**config.mk**
```make
export PLATFORM = sky130hd
export DESIGN_NAME = dl_cycle_reporter
export DESIGN_NICKNAME = d
export VERILOG_FILES = /design/src/rtl/dl_cycle_reporter.sv
export SDC_FILE = /design/constraint.sdc
export NUM_CORES = 1
export LEC_CHECK = 0
export CAP_MARGIN = 10
export CORE_ASPECT_RATIO = 0.6
export CORE_MARGIN = 1.5
export CORE_UTILIZATION = 57
export DETAILED_ROUTE_END_ITERATION = 7
export MAX_ROUTING_LAYER = met4
export PLACE_DENSITY = 0.85
export SYNTH_ARGS = -nofsm -noshare
export SYNTH_HDL_FRONTEND = slang
export SYNTH_SLANG_ARGS = --single-unit
```
**constraint.sdc**
```tcl
create_clock -name dl_clock -period 3.58 [get_ports dl_clock]
set_input_delay 0.358 -clock dl_clock [delete_from_list [all_inputs] [get_ports dl_clock]]
set_output_delay 0.358 -clock dl_clock [all_outputs]
set_load 0.03 [all_outputs]
```
**src/rtl/dl_cycle_reporter.sv**
```systemverilog
// Deadlock cycle reporter: debounces per-process deadlock flags, then traces a token
// from the lowest blocked process and reports the dependency loop it observed.
module dl_cycle_reporter #(
  parameter int PROC_NUM      = 3,
  parameter int DEBOUNCE      = 4,
  parameter int TRACE_TIMEOUT = 64,
  localparam int IDX_W        = (PROC_NUM > 1) ? $clog2(PROC_NUM) : 1
) (
  input  logic                dl_clock,
  input  logic                dl_reset,
  input  logic [PROC_NUM-1:0] dl_in_vec,
  input  logic                all_finish,
  input  logic                report_ready,
  output logic                dl_detect_out,
  output logic [PROC_NUM-1:0] origin,
  output logic                token_clear,
  output logic                report_valid,
  output logic [IDX_W-1:0]    report_origin_idx,
  output logic [PROC_NUM-1:0] report_loop_mask,
  output logic                report_timeout,
  output logic [31:0]         report_cycle
);

  localparam logic [2:0] S_IDLE   = 3'd0;
  localparam logic [2:0] S_TRACE  = 3'd1;
  localparam logic [2:0] S_REPORT = 3'd2;
  localparam logic [2:0] S_CLEAR  = 3'd3;
  localparam logic [2:0] S_HOLD   = 3'd4;

  localparam logic [7:0]  DEB_LIM   = 8'(DEBOUNCE);
  localparam logic [15:0] TRACE_LIM = 16'(TRACE_TIMEOUT - 1);

  logic [2:0]          state_reg, state_next;
  logic [7:0]          deb_reg, deb_next;
  logic [15:0]         trace_reg, trace_next;
  logic [31:0]         cycle_reg, cycle_next;
  logic [PROC_NUM-1:0] origin_reg, origin_next;
  logic [PROC_NUM-1:0] loop_mask_reg, loop_mask_next;
  logic [IDX_W-1:0]    idx_reg, idx_next;
  logic                timeout_reg, timeout_next;
  logic [31:0]         rcycle_reg, rcycle_next;
  logic                token_clear_reg, token_clear_next;

  logic                      active;
  logic [7:0]                deb_inc;
  logic [PROC_NUM-1:0]       lowest_bit;
  logic [IDX_W-1:0]          lowest_idx;
  logic [IDX_W-1:0][PROC_NUM-1:0] idx_sel;

  assign active     = (|dl_in_vec) & ~all_finish;
  assign deb_inc    = deb_reg + 8'd1;
  assign lowest_bit = dl_in_vec & (~dl_in_vec + PROC_NUM'(1));

  // One-hot to binary: index bit gi is the OR of all processes whose number has bit gi set.
  for (genvar gi = 0; gi < IDX_W; gi++) begin : g_enc
    for (genvar gj = 0; gj < PROC_NUM; gj++) begin : g_bit
      if (((gj >> gi) & 1) != 0) begin : g_on
        assign idx_sel[gi][gj] = lowest_bit[gj];
      end else begin : g_off
        assign idx_sel[gi][gj] = 1'b0;
      end
    end
    assign lowest_idx[gi] = |idx_sel[gi];
  end

  always_comb begin
    state_next       = state_reg;
    deb_next         = deb_reg;
    trace_next       = trace_reg;
    cycle_next       = (cycle_reg == 32'hFFFF_FFFF) ? cycle_reg : cycle_reg + 32'd1;
    origin_next      = origin_reg;
    loop_mask_next   = loop_mask_reg;
    idx_next         = idx_reg;
    timeout_next     = timeout_reg;
    rcycle_next      = rcycle_reg;
    token_clear_next = 1'b0;
    case (state_reg)
      S_IDLE: begin
        if (!active) begin
          deb_next = 8'd0;
        end else if (deb_inc == DEB_LIM) begin
          state_next     = S_TRACE;
          deb_next       = 8'd0;
          origin_next    = lowest_bit;
          idx_next       = lowest_idx;
          rcycle_next    = cycle_reg;
          loop_mask_next = '0;
          trace_next     = 16'd0;
          timeout_next   = 1'b0;
        end else begin
          deb_next = deb_inc;
        end
      end
      S_TRACE: begin
        if (all_finish) begin
          state_next       = S_IDLE;
          origin_next      = '0;
          token_clear_next = 1'b1;
        end else begin
          loop_mask_next = loop_mask_reg | dl_in_vec;
          trace_next     = trace_reg + 16'd1;
          // Closure wins a tie with the timeout.
          if (((dl_in_vec & origin_reg) != '0) && (trace_reg != 16'd0)) begin
            state_next   = S_REPORT;
            timeout_next = 1'b0;
          end else if (trace_reg == TRACE_LIM) begin
            state_next   = S_REPORT;
            timeout_next = 1'b1;
          end
        end
      end
      S_REPORT: begin
        if (report_ready) begin
          state_next       = S_CLEAR;
          origin_next      = '0;
          token_clear_next = 1'b1;
        end
      end
      S_CLEAR: state_next = S_HOLD;
      S_HOLD:  state_next = S_HOLD;
      default: state_next = S_IDLE;
    endcase
  end

  always_ff @(posedge dl_clock or posedge dl_reset) begin
    if (dl_reset) begin
      state_reg       <= S_IDLE;
      deb_reg         <= 8'd0;
      trace_reg       <= 16'd0;
      cycle_reg       <= 32'd0;
      origin_reg      <= '0;
      loop_mask_reg   <= '0;
      idx_reg         <= '0;
      timeout_reg     <= 1'b0;
      rcycle_reg      <= 32'd0;
      token_clear_reg <= 1'b0;
    end else begin
      state_reg       <= state_next;
      deb_reg         <= deb_next;
      trace_reg       <= trace_next;
      cycle_reg       <= cycle_next;
      origin_reg      <= origin_next;
      loop_mask_reg   <= loop_mask_next;
      idx_reg         <= idx_next;
      timeout_reg     <= timeout_next;
      rcycle_reg      <= rcycle_next;
      token_clear_reg <= token_clear_next;
    end
  end

  assign dl_detect_out     = (state_reg != S_IDLE);
  assign report_valid      = (state_reg == S_REPORT);
  assign origin            = origin_reg;
  assign token_clear       = token_clear_reg;
  assign report_origin_idx = idx_reg;
  assign report_loop_mask  = loop_mask_reg;
  assign report_timeout    = timeout_reg;
  assign report_cycle      = rcycle_reg;

endmodule

```
# After elaboration in Yosys (flattened, before gate mapping)
# Cells that the tools add are included.
word_totals:
  reg_bits: 101
  input_bits: 7
  out_inout_bits: 44
  wordCells: 79
classes:
  n_addsub: 4
  eq_ne: 14
  muxes: 31
  bitwise: 6
  reduce_logical: 14
op_table:
  columns: ["cell", "n"]
  rows:
  - ["$mux 16", 3]
  - ["$mux 3", 13]
  - ["$add 32x1->32 const B", 1]
  - ["$eq 32x32->1 const B", 1]
  - ["$pmux 16 s2", 1]
  - ["$add 16x1->16 const B", 1]
  - ["$eq 16x6->1 const B", 1]
  - ["$mux 8", 2]
  - ["$reduce_bool 16->1", 1]
  - ["$pmux 3 s4", 1]
  - ["$ne 2x2->1 const B", 5]
  - ["$reduce_and 5->1", 2]
  - ["$pmux 3 s3", 1]
  - ["$reduce_bool 3->1", 3]
  - ["$add 8x1->8 const B", 1]
  - ["$eq 8x3->1 const B", 1]
  - ["$reduce_and 4->1", 2]
  - ["$mux 1", 7]
  - ["$and 3x3->3", 2]
  - ["$eq 3x2->1 const B", 2]
  - ["$pmux 3 s2", 1]
  - ["$ne 4x4->1 const B", 1]
  - ["$pmux 1 s2", 2]
  - ["$add 3x1->3 const B", 1]
  - ["other kinds (13)", 13]

# Logic depth before layout (Yosys ltp)
# Gate-level depths: netlist (run 1).
depth:
  ltp_word: 6
  mapped_depth: 10
  mapped_depth_nobuf: 6

# Least setup slack after synthesis (run 1)
# OpenSTA, ideal clock, no wires.
synth_timing:
  path_kind: "register -> register"
  start: "reg state_reg[1]"
  end: "reg trace_reg[9]"
  setup_ns: 0.121
  t_arrival_ns: 2.005
  required_ns: 3.459
  setup_slack_ns: 1.455
  path_stages_with_launch: 10
  path_buffers: 3
  period_less_slack_ns: 2.125
  cell_sequence: "dfrtp_1 -> buf_4 -> nor3_4 -> inv_2 -> or3_1 -> buf_2 -> a211o_1 -> buf_6 -> a22oi_2 -> o21ai_1"
synth_between:
  elab_chain_cells: 3
  elab_cells_between_ends: 8
  classes_between: "eq/ne (4); mux (1); reduce/logical (3)"
synth_rtl:
  columns: ["element", "line_no", "source"]
  rows:
  - ["from (decl)", "33", "logic [2:0] state_reg, state_next;"]
  - ["from (signal assigned)", "138", "state_reg <= state_next;"]
  - ["$eq 3x1->1 / $logic_not 3->1 (equally long branches)", "77", "case (state_reg)"]
  - ["$ne 2x2->1 (no source line) / $reduce_bool 2->1 (equally long branches)", null, null]
  - ["$reduce_and 4->1 (no source line)", null, null]
  - ["to (signal assigned)", "140", "trace_reg <= trace_next;"]
  - ["to (decl)", "35", "logic [15:0] trace_reg, trace_next;"]
# Parallel ways exist; a longest one is shown, timed or not.
# A chain may end at the register's enable or synchronous reset.

# Final worst setup path (run 1)
layout_timing:
  start: "reg state_reg[1]"
  end: "reg rcycle_reg[0], in the netlist report_cycle[0]"
layout_between:
  elab_chain_cells: 2
layout_rtl:
  columns: ["element", "line_no", "source"]
  rows:
  - ["$logic_not 3->1", "77", null]
  - ["$reduce_and 3->1 (no source line)", null, null]
  - ["to (signal assigned)", "146", "rcycle_reg <= rcycle_next;"]
  - ["to (decl)", "41", "logic [31:0] rcycle_reg, rcycle_next;"]
# Every way passes these cells.

==> results.md, run 1 <==
* WP data required at 3.81 ns
* Hold-fix buffers at CTS at 0
* ANT cells at 0
* Crit path to: report_cycle[0]
* Syn Area/Cell at 9.60 um^2
* Final worst slack at 0.935 ns
* Number of gates resized after CTS at 0
* Top cell type's share of synthesized area at 52.1%
* Post-Route WL at 11.2 mm
* Die Height at 74.4 um
* Crit path arrival time at 2.88 ns
* Register bit count reported by yosys at 101
* Worst IR Drop VDD at 0.304 mV
* Largest net degree at the start of global routing at 81
* Minimum clock period at 2.65 ns
* CP most frequent cell: nand2_1
* # rows at 25
* Vias per cell at 5.98
* Sequential area share after synthesis at 52.1%
* Setup TNS at 0 ns
* DRT iter0 DRCs at 398
* DR WL/cell at 16.9 um
* Critical path fanouts, max at 22
* R2r worst-path depth at 7
* Vias in the first global route at 3747
* R2R Path End: report_cycle[0]
* First-pass GRT wire length at 18.9 mm
* Final setup viols at 0
* Period utilisation layout at 73.9%
* Pwr Total at 2.57 mW
* Initial antenna violation count at 0
* Hpwl dp at 7.70 mm
* Reg-to-reg slack, setup at 0.93 ns
* Max Slew Vio Count at 0
* I/O pin count at 51
* Max_cap viols at 0
* Synth async-reset ratio at 100%
* H-tree Lvls at 3
* RePlAce Congestion at 0.888
* Synth Cell Area at 4850 um^2
* Net count, final at 565
* CP startpoint kind: flip-flop
* DRC viols at 0
* Post-Syn Instances at 505
* TritonCTS Sinks at 101
* Vias at 3981
* Pwr dens at 450 nW/um^2
* Root Buffer: clkbuf_16
* CTS max path bufs at 2
* Worst r2r src: state_reg[1]
* Syn Nets at 517
* GR Util All Layers at 28.0%
* DRT Pass-1 Iters at 5
* CP endpoint kind: flip-flop
* Cell taking the most area after synthesis: dfrtp_1
* Max incr delay on CP at 0.60 ns
* Slowest-stage cell, CP: a211o_1
* Gr ovfl total at 0
* Starting Density at 60.1%
* Antenna-violating nets left at 0
* Leak Pwr at 2.83 nW
* Status: finished, final reports clean
* Worst rel slew slack at 30.5%
* CTS buffer count at 9
* Die Width at 122 um
* Worst hold path class: input pin to async pin
* Final count of hold timing violations at 0
* Share of layout cells above drive strength 1 at 5.91%
* Postcts setup bufs at 0
* Max Fclk at 378 MHz
* Crit path cell chain: nor3_4, inv_2, or3_1, a211o_1, buf_4, nand2_1, nand2_1
* Primary FF master, synth: dfrtp_1
* Synth top area cells: dfrtp_1, nand2_1, xor2_1, xnor2_1, and3_1
* Die area at 9090 um^2
* Synth unique cells at 54
* Post-place setup slack at 0.836 ns
* RSZ-0062 raised after global routing: no
* Synth-to-Final Area Change at 18.1%
* IO buf count at 50
* CP startpoint: state_reg[1]
* CTS tree: done
* Critical path class: flip-flop to flip-flop
* Worst-path clk slew at 0.07 ns
* Total core area at 8070 um^2
* Clk_lat worst skew at 0.35 ns
* Worst-margin pin slew at 1.03 ns
* Layout Utilization at 70.9%
* Clk_skew at 0.00909 ns
* Number of synthesized flops with an enable pin at 0
* Yosys Warn Count at 0
[synth_stat cells, drive strengths merged, types with 2 or more instances]
| cell type | number |
|---|---|
| nand2 | 137 |
| dfrtp | 101 |
| nor2 | 22 |
| o21ai | 19 |
| nand3 | 18 |
| xor2 | 18 |
| and3 | 16 |
| nor3 | 16 |
| inv | 14 |
| xnor2 | 14 |
| buf | 13 |
| nand4 | 11 |
| a21oi | 8 |
| and4 | 8 |
| mux2i | 8 |
| nand2b | 7 |
| nor4 | 7 |
| o31ai | 7 |
| a31oi | 6 |
| clkbuf | 6 |
| ha | 5 |
| a211o | 4 |
| nor2b | 4 |
| nor4b | 4 |
| and2 | 3 |
| or2 | 3 |
| or3 | 3 |
| a21o | 2 |
| nand3b | 2 |
| nor3b | 2 |
| o211ai | 2 |
| o2bb2ai | 2 |
[cells in the final DEF, fill, tap and decap left out, types with 11 or more instances in the layout]
cell             netlist  final
nor2_1                21     21
nand4_1               11     11
nor3_1                15     15
clkdlybuf4s50_1        0     50
nand2_1              136    136
xor2_1                18     18
xnor2_1               14     14
nand3_1               18     18
inv_1                 13     12
dfrtp_1              101    101
o21ai_0               17     17
and3_1                16     16
[cells by family (layout without fill, tap and decap cells)]
group	count (synthesis)	in the layout	synth area share, %
and+or+nand+nor	264	264	26.5
DFF	101	101	52.1
AOI/OAI and AO/OA	61	61	8.70
buffers and inverters	33	86	3.72
xor gates and xnor gates	32	32	5.78
muxes	9	9	1.88
adders and majority gates	5	5	1.29
[layout make-up]
type	count	area [um^2]
fillers	591	2350
inverters	14	55.1
multi-input cells	371	2140
clock buffers	11	233
well taps	108	135
clock inverters	5	75.1
repair buffers	56	558
flip-flops and latches	101	2530
[critical path: cells and delay by family (launching register included)]
kind | cells | cell delay (ns)
buffers and inverters | 2 | 0.45
flip-flops | 1 | 0.50
AND/OR/NAND/NOR | 4 | 0.96
AO/OA/AOI/OAI | 1 | 0.60
[report_power, final]
group          switching, mW  total (mW)  internal [mW]
clock network          0.410        1.02          0.609
logic                  0.152       0.259          0.107
registers             0.0875        1.30           1.21
[metal layers]
layer	share of wire (%)	wire, um	track usage, %
met5	0	0	-
met4	1.4	153	8.14
met3	7.2	814	7.36
met2	46	5140	41.0
met1	46	5130	38.7
[worst min-delay path by stage]
stage / end / startpoint / cells after the start / slack [ns]
after floorplan: cycle_reg[6] / cycle_reg[6] / 1 / 0.46
after global placement: report_cycle[7] / report_cycle[7] / 2 / 0.45
after detailed placement: report_cycle[11] / report_cycle[11] / 2 / 0.46
after CTS: deb_reg[2] / dl_reset / 2 / 0.31
after global routing: deb_reg[2] / dl_reset / 2 / 0.34
final: deb_reg[2] / dl_reset / 2 / 0.31
[metrics by stage]
stage	instances	hold WS, ns	cell area (um^2)
floorplan	505	0.455	4850
global placement	650	0.452	5420
detailed placement	650	0.455	5420
CTS	666	0.314	5720
global route	666	0.341	5720
finish	666	0.308	5720
Note: power is estimated with default switching activity, not from simulation.
==> inputs of run 2 (changes only) <==
--- a/config.mk
+++ b/config.mk
@@ -8,10 +8,10 @@
 export CAP_MARGIN = 10
 export CORE_ASPECT_RATIO = 0.6
 export CORE_MARGIN = 1.5
-export CORE_UTILIZATION = 57
+export CORE_UTILIZATION = 51
 export DETAILED_ROUTE_END_ITERATION = 7
 export MAX_ROUTING_LAYER = met4
-export PLACE_DENSITY = 0.85
+export PLACE_DENSITY = 0.81
 export SYNTH_ARGS = -nofsm -noshare
 export SYNTH_HDL_FRONTEND = slang
 export SYNTH_SLANG_ARGS = --single-unit
==> constraint.sdc (replaced) <==
create_clock -name dl_clock -period 2.28 [get_ports dl_clock]
set_input_delay 0.228 -clock dl_clock [delete_from_list [all_inputs] [get_ports dl_clock]]
set_output_delay 0.228 -clock dl_clock [all_outputs]
set_load 0.03 [all_outputs]
==> results.md, run 2 (synthesized netlist as in run 1, its figures left out) <==
* Net count, final at 584
* Total core area at 9190 um^2
* Minimum clock period at 2.19 ns
* Status: finished, final reports clean
* GR Layer Usage met3 at 5.86%
* CTS buffer count at 9
* Die Width at 129 um
* Layer with the highest usage: met1
* Worst IR Drop VDD at 0.485 mV
* CP startpoint kind: flip-flop
* Die area at 10100 um^2
* CP startpoint: state_reg[2]
* Root Buffer: clkbuf_16
* CP endpoint kind: primary output
* RSZ-0062 raised after global routing: no
* Gr ovfl total at 0
* Crit path arrival time at 1.96 ns
* CTS tree: done
* Vias in the first global route at 3672
* Synth-to-Final Area Change at 22.1%
* Fill cells at 734
* Most frequent cells in the layout: nand2_1, dfrtp_1, clkdlybuf4s50_1
* Worst-margin pin slew at 0.529 ns
* DRT iter0 DRCs at 289
* Worst r2r src: state_reg[2]
* Placed Area at 5610 um^2
* I/O pin count at 51
* Most common cell after layout, fill and taps aside: nand2_1
* Pwr Total at 4.01 mW
* Final count of hold timing violations at 0
* Sequential cell area at 2530 um^2
* Critical path class: flip-flop to primary output
* R2R Path End: trace_reg[2]
* Hpwl dp at 7.73 mm
* Post-Route WL at 10.9 mm
* Pwr dens at 678 nW/um^2
* # rows at 27
* Final setup viols at 0
* GR Util All Layers at 23.7%
* CTS max path bufs at 2
* Met2 GRT Util at 33.5%
* Max_cap viols at 0
* H-tree Lvls at 3
* Critical path fanouts, max at 8
* Grt met1 use at 33.9%
* Initial antenna violation count at 0
* Hold-fix buffers at CTS at 0
* RePlAce Congestion at 0.906
* ANT cells at 0
* Number of gates resized after CTS at 0
* Share of layout cells above drive strength 1 at 9.01%
* Max Fclk at 457 MHz
* Largest net degree at the start of global routing at 54
* First-pass GRT wire length at 18.1 mm
* DRT Pass-1 Iters at 4
* Fin area at 5920 um^2
* Vias at 3902
* DRC viols at 0
* Reg-to-reg slack, setup at 0.12 ns
* DR WL/cell at 15.5 um
* TritonCTS Sinks at 101
* Starting Density at 52.8%
* Die Height at 78.5 um
* Period utilisation layout at 96.0%
* Crit path to: report_valid
* WP data required at 2.05 ns
* Leak Pwr at 2.93 nW
* Postcts setup bufs at 0
* IO buf count at 50
* Area occupied by multi-input gates at 2140 um^2
* Vias per cell at 5.52
* Clk_lat worst skew at 0.34 ns
* Worst hold path class: input pin to async pin
* Setup TNS at 0 ns
* Worst-path clk slew at 0.07 ns
* Worst rel slew slack at 64.7%
* R2r worst-path depth at 7
* Max Slew Vio Count at 0
* Clk_skew at 0.00690 ns
* Antenna-violating nets left at 0
[run 2: per-layer routing]
| metal | vias to the layer above | share of wire [%] |
|---|---|---|
| met5 | - | 0 |
| met4 | 0 | 1.2 |
| met3 | 10 | 4.9 |
| met2 | 102 | 43 |
| met1 | 1922 | 51 |
| li1 | 1868 | - |
[run 2: per-stage QoR]
step                std cells  utilization (%)  hold slack (ns)  worst slack, ns
finish                    707             64.4            0.272           0.0908
global route              707             64.4            0.307          0.00826
CTS                       707             64.4            0.287           0.0705
detailed placement        691             61.1            0.457           0.0554
global placement          691             61.1            0.453            0.136
floorplan                 505                -            0.352            0.155
[run 2: power by group]
part           internal [mW]  total, mW  switching, mW  leakage [nW]
combinational          0.181      0.424          0.243          1.41
clock                  0.912       1.55          0.642         0.150
sequential              1.90       2.04          0.138          1.37
total                   2.99       4.01           1.02          2.93
[run 2: area by class of cell]
class | instances | area share, %
sequential | 101 | 42.7
multi-input combinational | 371 | 36.2
timing repair buffer | 75 | 12.3
clock buffer | 13 | 4.40
tap | 130 | 2.75
inverter | 14 | 0.951
clock inverter | 3 | 0.740
[run 2: critical path, stage by stage, from the launching register on]
cell,delay (ns)
dfrtp_1,0.41
buf_4,0.18
nor3b_1,0.29
clkdlybuf4s50_1,0.73
[run 2: worst min path at each step]
stage	from	end
6_report	dl_reset	report_cycle[1]
5_1_grt	dl_reset	report_cycle[1]
4_1_cts	dl_reset	report_cycle[1]
3_5_place_dp	report_cycle[28]	report_cycle[28]
3_3_place_gp	report_cycle[27]	report_cycle[27]
2_1_floorplan	report_ready	state_reg[0]
==> inputs of run 3 (changes only) <==
--- a/config.mk
+++ b/config.mk
@@ -6,12 +6,12 @@
 export NUM_CORES = 1
 export LEC_CHECK = 0
 export CAP_MARGIN = 10
-export CORE_ASPECT_RATIO = 0.6
+export CORE_ASPECT_RATIO = 0.9
 export CORE_MARGIN = 1.5
-export CORE_UTILIZATION = 51
+export CORE_UTILIZATION = 60
 export DETAILED_ROUTE_END_ITERATION = 7
 export MAX_ROUTING_LAYER = met4
-export PLACE_DENSITY = 0.81
+export PLACE_DENSITY = 0.89
 export SYNTH_ARGS = -nofsm -noshare
 export SYNTH_HDL_FRONTEND = slang
 export SYNTH_SLANG_ARGS = --single-unit
==> constraint.sdc (replaced) <==
create_clock -name dl_clock -period 2.65 [get_ports dl_clock]
set_input_delay 0.265 -clock dl_clock [delete_from_list [all_inputs] [get_ports dl_clock]]
set_output_delay 0.265 -clock dl_clock [all_outputs]
set_load 0.03 [all_outputs]
==> results.md, run 3 (synthesized netlist as in run 1, its figures left out) <==
* Worst hold path class: input pin to async pin
* CTS tree: done
* Critical path fanouts, max at 17
* Pwr dens at 534 nW/um^2
* DR WL/cell at 15.7 um
* Initial antenna violation count at 0
* Postcts setup bufs at 0
* Net count, final at 571
* Post-Route WL at 10.3 mm
* DRC viols at 0
* Final setup viols at 0
* RSZ-0062 raised after global routing: no
* Synth-to-Final Area Change at 16.1%
* GR Util All Layers at 25.7%
* Worst IR Drop VDD at 0.341 mV
* WP data required at 2.91 ns
* Max Fclk at 419 MHz
* Die area at 8630 um^2
* DRT Pass-1 Iters at 5
* ANT cells at 0
* Number of gates resized after CTS at 0
* Vias at 3855
* DRT iter0 DRCs at 214
* Max_cap viols at 0
* Status: finished, final reports clean
* Hold-fix buffers at CTS at 0
* Worst-path clk slew at 0.09 ns
* Most frequent cells in the layout: nand2_1, dfrtp_1, clkdlybuf4s50_1
* CP startpoint kind: flip-flop
* Clk_lat worst skew at 0.36 ns
* Hpwl dp at 7.30 mm
* Critical path class: flip-flop to flip-flop
* CP endpoint kind: flip-flop
* Gr ovfl total at 0
* Max incr delay on CP at 0.52 ns
* CTS buffer count at 9
* RePlAce Congestion at 0.891
* Leak Pwr at 2.78 nW
* Die Height at 88.3 um
* IO buf count at 50
* Most common cell after layout, fill and taps aside: nand2_1
* Largest net degree at the start of global routing at 102
* Layout Utilization at 73.2%
* H-tree Lvls at 3
* TritonCTS Sinks at 101
* Post-place setup slack at 0.249 ns
* Clk_skew at 0.00981 ns
* R2r worst-path depth at 7
* Setup TNS at 0 ns
* Worst rel slew slack at 62.4%
* Final count of hold timing violations at 0
* Max Slew Vio Count at 0
* Crit path arrival time at 2.64 ns
* First-pass GRT wire length at 17.2 mm
* Vias in the first global route at 3741
* Minimum clock period at 2.38 ns
* Final worst slack at 0.266 ns
* Die Width at 97.8 um
* Slowest-stage cell, CP: dfrtp_1
* CTS max path bufs at 2
* Crit path cell chain: nor3_4, inv_2, or3_1, a211oi_4, buf_4, o22ai_1, a21o_1
* Root Buffer: clkbuf_8
* I/O pin count at 51
* Worst-margin pin slew at 0.564 ns
* Share of layout cells above drive strength 1 at 7.10%
* # rows at 30
* Starting Density at 63.0%
* Vias per cell at 5.85
* Fill cells at 548
* Total core area at 7690 um^2
* Period utilisation layout at 90.0%
* Antenna-violating nets left at 0
-- run 3: cell type report --
type / count / area, um^2 / area share, %
Clock inverter: 5 / 43.8 / 0.778
Clock buffer: 10 / 138 / 2.44
Timing Repair Buffer: 62 / 603 / 10.7
Tap cell: 96 / 120 / 2.13
Multi-Input combinational cell: 371 / 2140 / 38.0
Sequential cell: 101 / 2530 / 44.9
Inverter: 14 / 56.3 / 1.00
-- run 3: power breakdown --
part | leakage [nW] | total (mW) | switching [mW] | internal [mW]
sequential | 1.37 | 1.75 | 0.115 | 1.63
clock | 0.0873 | 0.917 | 0.542 | 0.376
combinational | 1.33 | 0.343 | 0.197 | 0.145
total | 2.78 | 3.01 | 0.854 | 2.15
-- run 3: per-stage QoR --
stage	instance area [um^2]	std cells	hold WS (ns)	power [mW]
6_report	5630	659	0.348	3.01
5_1_grt	5630	659	0.462	3.14
4_1_cts	5630	659	0.419	3.02
3_5_place_dp	5450	644	0.455	2.12
3_3_place_gp	5450	644	0.454	2.09
2_1_floorplan	4850	505	0.389	1.98
-- run 3: worst max-delay path: cells and delay by family (launching register included) --
kind	cells	cell delay, ns
AND/OR/NAND/NOR	2	0.77
AO/OA/AOI/OAI	3	0.60
flip-flops	1	0.52
buffers and inverters	2	0.39
-- run 3: final timing paths --
| path | startpoint | slack [ns] | end |
|---|---|---|---|
| max in group asynchronous | dl_reset | 1.83 | report_cycle[10] |
| worst min register to register | report_cycle[8] | 0.48 | report_cycle[8] |
| min in group dl_clock | report_cycle[8] | 0.48 | report_cycle[8] |
| worst max register to register | state_reg[1] | 0.27 | trace_reg[2] |
| worst max-delay path | state_reg[1] | 0.27 | trace_reg[2] |
| worst min-delay path | dl_reset | 0.35 | trace_reg[0] |
-- run 3: metal layers --
| layer | GRT usage, % | routed length (um) |
|---|---|---|
| met5 | - | 0 |
| met1 | 31.0 | 4450 |
| met4 | 7.40 | 158 |
| met3 | 5.29 | 462 |
| met2 | 44.5 | 5260 |
